==> src/rtl/if_fetch_stage_if.sv <==
// Instruction-memory request/response bus between the fetch stage and imem.
// master: fetch stage (issues requests, consumes responses).
// slave : instruction memory.
interface if_fetch_stage_if;
  logic        imem_req_o;
  logic [31:0] imem_addr_o;
  logic        imem_gnt_i;
  logic        imem_rvalid_i;
  logic [31:0] imem_rdata_i;

  modport master (
    output imem_req_o,
    output imem_addr_o,
    input  imem_gnt_i,
    input  imem_rvalid_i,
    input  imem_rdata_i
  );

  modport slave (
    input  imem_req_o,
    input  imem_addr_o,
    output imem_gnt_i,
    output imem_rvalid_i,
    output imem_rdata_i
  );
endinterface

==> src/rtl/if_fetch_stage.sv <==
// Instruction fetch stage: PC, credit-limited in-order imem requests,
// response FIFO with bypass, and the IF/ID register feeding decode.
// Optional macro FETCH_MISALIGN_EN: misaligned redirect targets halt fetch
// and present a single flagged entry on id_misalign_o.
module if_fetch_stage #(
  parameter logic [31:0] PC_RESET = 32'h0000_0000,
  parameter int unsigned DEPTH    = 2
) (
  input  logic        clk_i,
  input  logic        rst_i,
  if_fetch_stage_if.master imem,
  input  logic        redirect_i,
  input  logic [31:0] redirect_pc_i,
  input  logic        stall_i,
  output logic        id_valid_o,
  output logic [31:0] id_instr_o,
  output logic [31:0] id_pc_o,
`ifdef FETCH_MISALIGN_EN
  output logic        id_misalign_o,
`endif
  output logic [6:0]  id_op_o
);

  localparam int unsigned PTR_W = (DEPTH > 1) ? $clog2(DEPTH) : 1;
  localparam int unsigned CNT_W = $clog2(DEPTH + 1);
  localparam int unsigned SUM_W = CNT_W + 1;
  localparam logic [31:0] NOP   = 32'h0000_0013;

  logic [31:0]      pc_q, pc_d;
  logic [31:0]      rsp_pc_q, rsp_pc_d;
  logic [CNT_W-1:0] out_q, out_d;
  logic [CNT_W-1:0] drop_q, drop_d;
  logic [CNT_W-1:0] cnt_q, cnt_d;
  logic [PTR_W-1:0] wr_q, wr_d;
  logic [PTR_W-1:0] rd_q, rd_d;
  logic [31:0]      fifo_pc_q    [DEPTH];
  logic [31:0]      fifo_instr_q [DEPTH];
  logic             id_valid_q, id_valid_d;
  logic [31:0]      id_instr_q, id_instr_d;
  logic [31:0]      id_pc_q, id_pc_d;

  logic             fetch_en_c;
  logic             credit_ok_c;
  logic             req_c;
  logic             grant_c;
  logic             rsp_c;
  logic             keep_c;
  logic             load_en_c;
  logic             push_c;
  logic             pop_c;
  logic             flush_c;
  logic [31:0]      target_c;

`ifdef FETCH_MISALIGN_EN
  logic             halt_q, halt_d;
  logic             misalign_q, misalign_d;
  logic             tgt_misaligned_c;

  assign fetch_en_c       = ~halt_q;
  assign tgt_misaligned_c = |redirect_pc_i[1:0];
  assign target_c         = tgt_misaligned_c ? redirect_pc_i : {redirect_pc_i[31:2], 2'b00};
  assign id_misalign_o    = misalign_q;
`else
  logic             unused_c;

  assign fetch_en_c = 1'b1;
  assign target_c   = {redirect_pc_i[31:2], 2'b00};
  assign unused_c   = ^redirect_pc_i[1:0];
`endif

  // Request only while credits remain (in-flight + buffered words < DEPTH).
  assign credit_ok_c = (SUM_W'(out_q) + SUM_W'(cnt_q)) < SUM_W'(DEPTH);
  assign req_c       = rst_i & ~redirect_i & credit_ok_c & fetch_en_c;
  assign grant_c     = req_c & imem.imem_gnt_i;
  assign rsp_c       = imem.imem_rvalid_i & (out_q != '0);
  assign keep_c      = rsp_c & (drop_q == '0);
  assign load_en_c   = ~stall_i | ~id_valid_q;

  assign imem.imem_req_o  = req_c;
  assign imem.imem_addr_o = pc_q;

  assign id_valid_o = id_valid_q;
  assign id_instr_o = id_instr_q;
  assign id_pc_o    = id_pc_q;
  assign id_op_o    = id_instr_q[6:0];

  // Next-state for PC, credit/drop counters and IF/ID register.
  always_comb begin
    pc_d       = pc_q;
    rsp_pc_d   = rsp_pc_q;
    out_d      = out_q;
    drop_d     = drop_q;
    id_valid_d = id_valid_q;
    id_instr_d = id_instr_q;
    id_pc_d    = id_pc_q;
    push_c     = 1'b0;
    pop_c      = 1'b0;
    flush_c    = 1'b0;
`ifdef FETCH_MISALIGN_EN
    halt_d     = halt_q;
    misalign_d = misalign_q;
`endif

    unique case ({grant_c, rsp_c})
      2'b10:   out_d = out_q + CNT_W'(1);
      2'b01:   out_d = out_q - CNT_W'(1);
      default: out_d = out_q;
    endcase

    if (redirect_i) begin
      // Everything still in flight after this cycle belongs to the old path.
      pc_d       = target_c;
      rsp_pc_d   = target_c;
      drop_d     = out_d;
      flush_c    = 1'b1;
      id_valid_d = 1'b0;
`ifdef FETCH_MISALIGN_EN
      halt_d     = tgt_misaligned_c;
      misalign_d = 1'b0;
      if (tgt_misaligned_c) begin
        id_valid_d = 1'b1;
        misalign_d = 1'b1;
        id_pc_d    = redirect_pc_i;
        id_instr_d = NOP;
      end
`endif
    end else begin
      if (grant_c) begin
        pc_d = pc_q + 32'd4;
      end
      if (rsp_c && (drop_q != '0)) begin
        drop_d = drop_q - CNT_W'(1);
      end
      if (keep_c) begin
        rsp_pc_d = rsp_pc_q + 32'd4;
      end

      if (load_en_c) begin
`ifdef FETCH_MISALIGN_EN
        misalign_d = 1'b0;
`endif
        if (cnt_q != '0) begin
          id_valid_d = 1'b1;
          id_instr_d = fifo_instr_q[rd_q];
          id_pc_d    = fifo_pc_q[rd_q];
          pop_c      = 1'b1;
          push_c     = keep_c;
        end else if (keep_c) begin
          // Bypass: fresh response goes straight to IF/ID.
          id_valid_d = 1'b1;
          id_instr_d = imem.imem_rdata_i;
          id_pc_d    = rsp_pc_q;
        end else begin
          id_valid_d = 1'b0;
        end
      end else begin
        push_c = keep_c;
      end
    end
  end

  // FIFO pointer and occupancy next-state.
  always_comb begin
    wr_d  = wr_q;
    rd_d  = rd_q;
    cnt_d = cnt_q;
    if (flush_c) begin
      wr_d  = '0;
      rd_d  = '0;
      cnt_d = '0;
    end else begin
      wr_d  = wr_q + PTR_W'(push_c);
      rd_d  = rd_q + PTR_W'(pop_c);
      cnt_d = cnt_q + CNT_W'(push_c) - CNT_W'(pop_c);
    end
  end

  // FIFO storage; contents are don't-care when the entry is not counted.
  always_ff @(posedge clk_i) begin
    if (push_c) begin
      fifo_pc_q[wr_q]    <= rsp_pc_q;
      fifo_instr_q[wr_q] <= imem.imem_rdata_i;
    end
  end

  // State registers with synchronous active-low reset.
  always_ff @(posedge clk_i) begin
    if (!rst_i) begin
      pc_q       <= PC_RESET;
      rsp_pc_q   <= PC_RESET;
      out_q      <= '0;
      drop_q     <= '0;
      cnt_q      <= '0;
      wr_q       <= '0;
      rd_q       <= '0;
      id_valid_q <= 1'b0;
      id_instr_q <= NOP;
      id_pc_q    <= '0;
`ifdef FETCH_MISALIGN_EN
      halt_q     <= 1'b0;
      misalign_q <= 1'b0;
`endif
    end else begin
      pc_q       <= pc_d;
      rsp_pc_q   <= rsp_pc_d;
      out_q      <= out_d;
      drop_q     <= drop_d;
      cnt_q      <= cnt_d;
      wr_q       <= wr_d;
      rd_q       <= rd_d;
      id_valid_q <= id_valid_d;
      id_instr_q <= id_instr_d;
      id_pc_q    <= id_pc_d;
`ifdef FETCH_MISALIGN_EN
      halt_q     <= halt_d;
      misalign_q <= misalign_d;
`endif
    end
  end

endmodule

==> src/flat_wrapper.sv <==
// flat-port wrapper written by rule: the top's interface ports become plain ports
module if_fetch_stage_flat 
#(
  parameter logic [31:0] PC_RESET = 32'h0000_0000,
  parameter int unsigned DEPTH    = 2
)
  (clk_i, rst_i, redirect_i, redirect_pc_i, stall_i, id_valid_o, id_instr_o, id_pc_o, id_op_o, imem_imem_req_o, imem_imem_addr_o, imem_imem_gnt_i, imem_imem_rvalid_i, imem_imem_rdata_i);
  if_fetch_stage_if imem_i ();
  input  logic clk_i;
  input  logic rst_i;
  input  logic redirect_i;
  input  logic [31:0] redirect_pc_i;
  input  logic stall_i;
  output logic id_valid_o;
  output logic [31:0] id_instr_o;
  output logic [31:0] id_pc_o;
  output logic [6:0] id_op_o;
  output wire logic [$bits(imem_i.imem_req_o)-1:0] imem_imem_req_o;
  output wire logic [$bits(imem_i.imem_addr_o)-1:0] imem_imem_addr_o;
  input wire logic [$bits(imem_i.imem_gnt_i)-1:0] imem_imem_gnt_i;
  input wire logic [$bits(imem_i.imem_rvalid_i)-1:0] imem_imem_rvalid_i;
  input wire logic [$bits(imem_i.imem_rdata_i)-1:0] imem_imem_rdata_i;
  assign imem_imem_req_o = imem_i.imem_req_o;
  assign imem_imem_addr_o = imem_i.imem_addr_o;
  assign imem_i.imem_gnt_i = imem_imem_gnt_i;
  assign imem_i.imem_rvalid_i = imem_imem_rvalid_i;
  assign imem_i.imem_rdata_i = imem_imem_rdata_i;
  if_fetch_stage #(.PC_RESET(PC_RESET), .DEPTH(DEPTH)) u_core (.clk_i(clk_i), .rst_i(rst_i), .imem(imem_i), .redirect_i(redirect_i), .redirect_pc_i(redirect_pc_i), .stall_i(stall_i), .id_valid_o(id_valid_o), .id_instr_o(id_instr_o), .id_pc_o(id_pc_o), .id_op_o(id_op_o));
endmodule
==> config.mk <==
export PLATFORM = sky130hd
export DESIGN_NAME = if_fetch_stage_flat
export DESIGN_NICKNAME = d
export VERILOG_FILES = /design/src/rtl/if_fetch_stage_if.sv /design/src/rtl/if_fetch_stage.sv /design/src/flat_wrapper.sv
export SDC_FILE = /design/constraint.sdc
export NUM_CORES = 1
export LEC_CHECK = 0
export ABC_AREA = 1
export CORE_ASPECT_RATIO = 1.25
export CORE_UTILIZATION = 55
export DETAILED_ROUTE_END_ITERATION = 8
export PLACE_DENSITY = 0.81
export SLEW_MARGIN = 25
export SYNTH_ARGS = -nofsm -noshare
export SYNTH_HDL_FRONTEND = slang
export SYNTH_SLANG_ARGS = --single-unit
==> constraint.sdc <==
create_clock -name clk_i -period 4.4 [get_ports clk_i]
set_clock_uncertainty 0.2 [all_clocks]
set_input_delay 0.88 -clock clk_i [delete_from_list [all_inputs] [get_ports clk_i]]
set_output_delay 0.88 -clock clk_i [all_outputs]
set_load 0.02 [all_outputs]
==> impl_results.md <==
* R2R Setup Slk at 1.35 ns
* Number of port buffers at 168
* Final Instance Area at ~0.014 mm2
* Reg clk slew, reported paths at 0.06 ns
* Commonest cells post-synth: 388 x nand2_1, 248 x nor2_1, 131 x dfxtp_1, 124 x edfxtp_1, 96 x inv_1
* Hold EP: u_core.fifo_pc_q[1][31]
* Grt ovf at 0
* Hold WC Path Type: reg2reg
* Ranking of synthesized cells by area: edfxtp_1 32%, dfxtp_1 22%, nand2_1 12%
* Drt first-iter violations at around 710
* Yosys cell types at 40
* Layout area overhead at 21.4%
* Layout cells sized above 1 at around 5%
* Cell count after synthesis at around 1400
* Synth top area share at about a third
* Setup bufs post-CTS at 0
* CP Capture Type: output port
* Yosys reg bits at about 260
* Die W at around 130 um
* Vias/cell at 5.49
* Req. time, crit path at approximately 3.3 ns
* Synth area leader: edfxtp_1
* Setup TNS at 0 ns
* Setup CP Type: reg2out
* P per Cell Area at between 300 and 400 mW/mm2
* Placed Cells at 1825
* Post-CTS Resized at 0
* Full die area at between 0.02 and 0.025 mm2
* Die H at 166 um
* Sequential Area at 0.00635 mm2
* Multi-input logic area at roughly 0.0046 mm2
* Worst-Margin Slew at between 0.7 and 0.8 ns
* Starting Density at between 50% and 60%
* Place WS at 0.966 ns
* # Max-Cap Violations at 0
* Seq/Total Area, Yosys at a little over half
* Wire length per cell at roughly 16 um
* R2R Path End: u_core.cnt_q[1]
* Startpoint types: flip-flop
* Hold Crit Depth at 0
* Routed Antenna Nets at 0
* TritonCTS Buffers at 25
* H-tree depth at 1
* Hold Crit Start: u_core.rsp_pc_q[31]
* CTS root buffer: clkbuf_16
* Vias in the first global route at around 9900
* CP arrival at 2.33 ns
* Static leakage power at around 5.5 nW
* Status: complete, no violations
* Antenna Cells at 0
* DR vias at 10267
* Routed WL at between 20 and 30 mm
* Largest net degree at the start of global routing at 73
* Share of total power in the clock network at ~40%
* Clock Tree Buf Depth at 3
* Fmax at around 0.3 GHz
* Switching Fraction at between 20% and 30%
* Fin crit share at about 77%
* Max-slew violations at 0
* Maximum vdd drop at around 0.00027 V
* Total core area at approximately 0.021 mm2
* Sw power at roughly 1.3 mW
* Clock sink count at about 260
* Worst-skew pair later-pin latency at approximately 0.51 ns
* Residual DRC at 0
* Final #Nets at roughly 1700
* Filler instances at ~1700
* # rows at around 60
* RSZ-0062 raised after global routing: no
* Async SR Flop Fraction at 0%
* Detailed placer's ending HPWL at a little under 20 mm
* Comb power frac at 12.2%
* Final cell count without fillers at about 1900
* Power, Total at between 5 and 6 mW
* R2R cell count at 10
* Io pins at 175
* Final WS setup at 0.992 ns
* Internal power at 4.14 mW
* Crit Path Max Fanout at 5
* GRT Util Overall at a little over a quarter
* EDFF count, synth at 124
* Final Hold Fails at 0
* DRT Pass-1 Iters at 6
* Yosys warning total at 0
* Count leader, synth: nand2_1
* Final Setup Violations at 0
* First-pass GRT wire length at 49.0 mm
* Cell Area, Synth at about 0.012 mm2
* Reg2reg start: u_core.cnt_q[1]
* Reg power frac at approximately half
* Mean Syn Cell Area at a little over 8 um2
* GP Congestion at between 0.9 and 1
* Placed Area at roughly 0.014 mm2
* Min Tclk post-route at about 3.4 ns
* Hold-fix buffers at CTS at 0
* Initial antenna violation count at 0
* Slew margin rel. at between 40% and 50%
* Predominant post-synthesis flop cell: dfxtp_1
* Worst setup startpoint: u_core.out_q[0]
* CTS tree: yes
[flip-flops by register name (all words and copies together) (netlist names)]
name                     count
u_core.rsp_pc_q             30
u_core.cnt_q                 2
u_core.id_instr_o           32
u_core.id_pc_o              30
u_core.imem.imem_addr_o     30
u_core.out_q                 2
u_core.rd_q                  1
u_core.id_valid_o            1
u_core.fifo_instr_q         64
u_core.wr_q                  1
u_core.fifo_pc_q            60
u_core.drop_q                2
[final cells by class]
class	count	share of cell area [%]
Clock inverter	8	0.838
Clock buffer	37	4.89
Inverter	105	2.80
Timing Repair Buffer	179	12.5
Tap cell	274	2.39
Sequential cell	255	44.3
Multi-Input combinational cell	1012	32.3
[power by group through the flow]
stage	registers, mW	clock network (mW)	logic, mW
global route	2.68	2.26	0.728
floorplan	2.78	0	0.316
global placement	2.71	0	0.646
detailed placement	2.72	0	0.661
CTS	2.67	2.16	0.667
finish	2.67	2.14	0.666
[layout by cell type, fill, tap and decap left out, types with 6 or more instances in the layout]
| cell | instances |
|---|---|
| clkbuf_1 | 9 |
| xor2_1 | 16 |
| nand2_1 | 388 |
| inv_2 | 7 |
| clkbuf_16 | 25 |
| o21ai_1 | 23 |
| buf_4 | 8 |
| o21ai_0 | 76 |
| nand4_1 | 8 |
| a31oi_1 | 59 |
| inv_1 | 96 |
| clkdlybuf4s50_1 | 166 |
| xnor2_1 | 6 |
| nor2_2 | 6 |
| nand3_1 | 75 |
| dfxtp_1 | 130 |
| edfxtp_1 | 124 |
| a21oi_1 | 64 |
| nor2_1 | 248 |
| ha_1 | 6 |
[cell families (layout without fill, tap and decap cells)]
logic type / count (synthesis) / after routing / synth area share, %
XOR/XNOR: 22 / 22 / 1.63
buffers and inverters: 179 / 329 / 7.16
flip-flops: 255 / 255 / 53.8
AND/OR/NAND/NOR: 748 / 748 / 25.9
AO/OA/AOI/OAI: 229 / 229 / 10.5
adder cells (fa/ha/maj): 9 / 9 / 1.02
other: 1 / 4 / 0.0318
[per-layer routing]
| metal | GRT usage, % | up-vias | part of all wire (%) |
|---|---|---|---|
| met4 | 10.5 | 0 | 3.0 |
| met1 | 34.6 | 4777 | 41 |
| met2 | 47.8 | 411 | 49 |
| met5 | 0 | - | 0 |
| li1 | - | 5006 | - |
| met3 | 3.17 | 73 | 6.4 |
[worst max-delay path: stages (launching register included)]
cell and delay, ns:
dfxtp_1 0.40, nand2_1 0.08, inv_1 0.06, fa_1 0.43, nor3_1 0.22, clkdlybuf4s50_1 0.63
[per-stage QoR]
step | hold slack (ns) | util (%)
after global placement | 0.256 | 64.7
after detailed placement | 0.272 | 64.7
after floorplan | 0.248 | -
final | 0.288 | 68.6
after CTS | 0.288 | 68.6
after global routing | 0.327 | 68.6
[how the worst max path moves through the flow]
stage	end	slack [ns]	depth (start not counted)
after floorplan	u_core.fifo_instr_q[1][0]	0.70	4
final	imem_imem_req_o	0.99	5
after detailed placement	u_core.fifo_instr_q[0][19]	0.97	7
after global routing	imem_imem_req_o	0.88	5
after CTS	imem_imem_req_o	1.0	5
after global placement	u_core.fifo_pc_q[0][15]	1.01	7
Note: power is estimated with default switching activity, not from simulation.
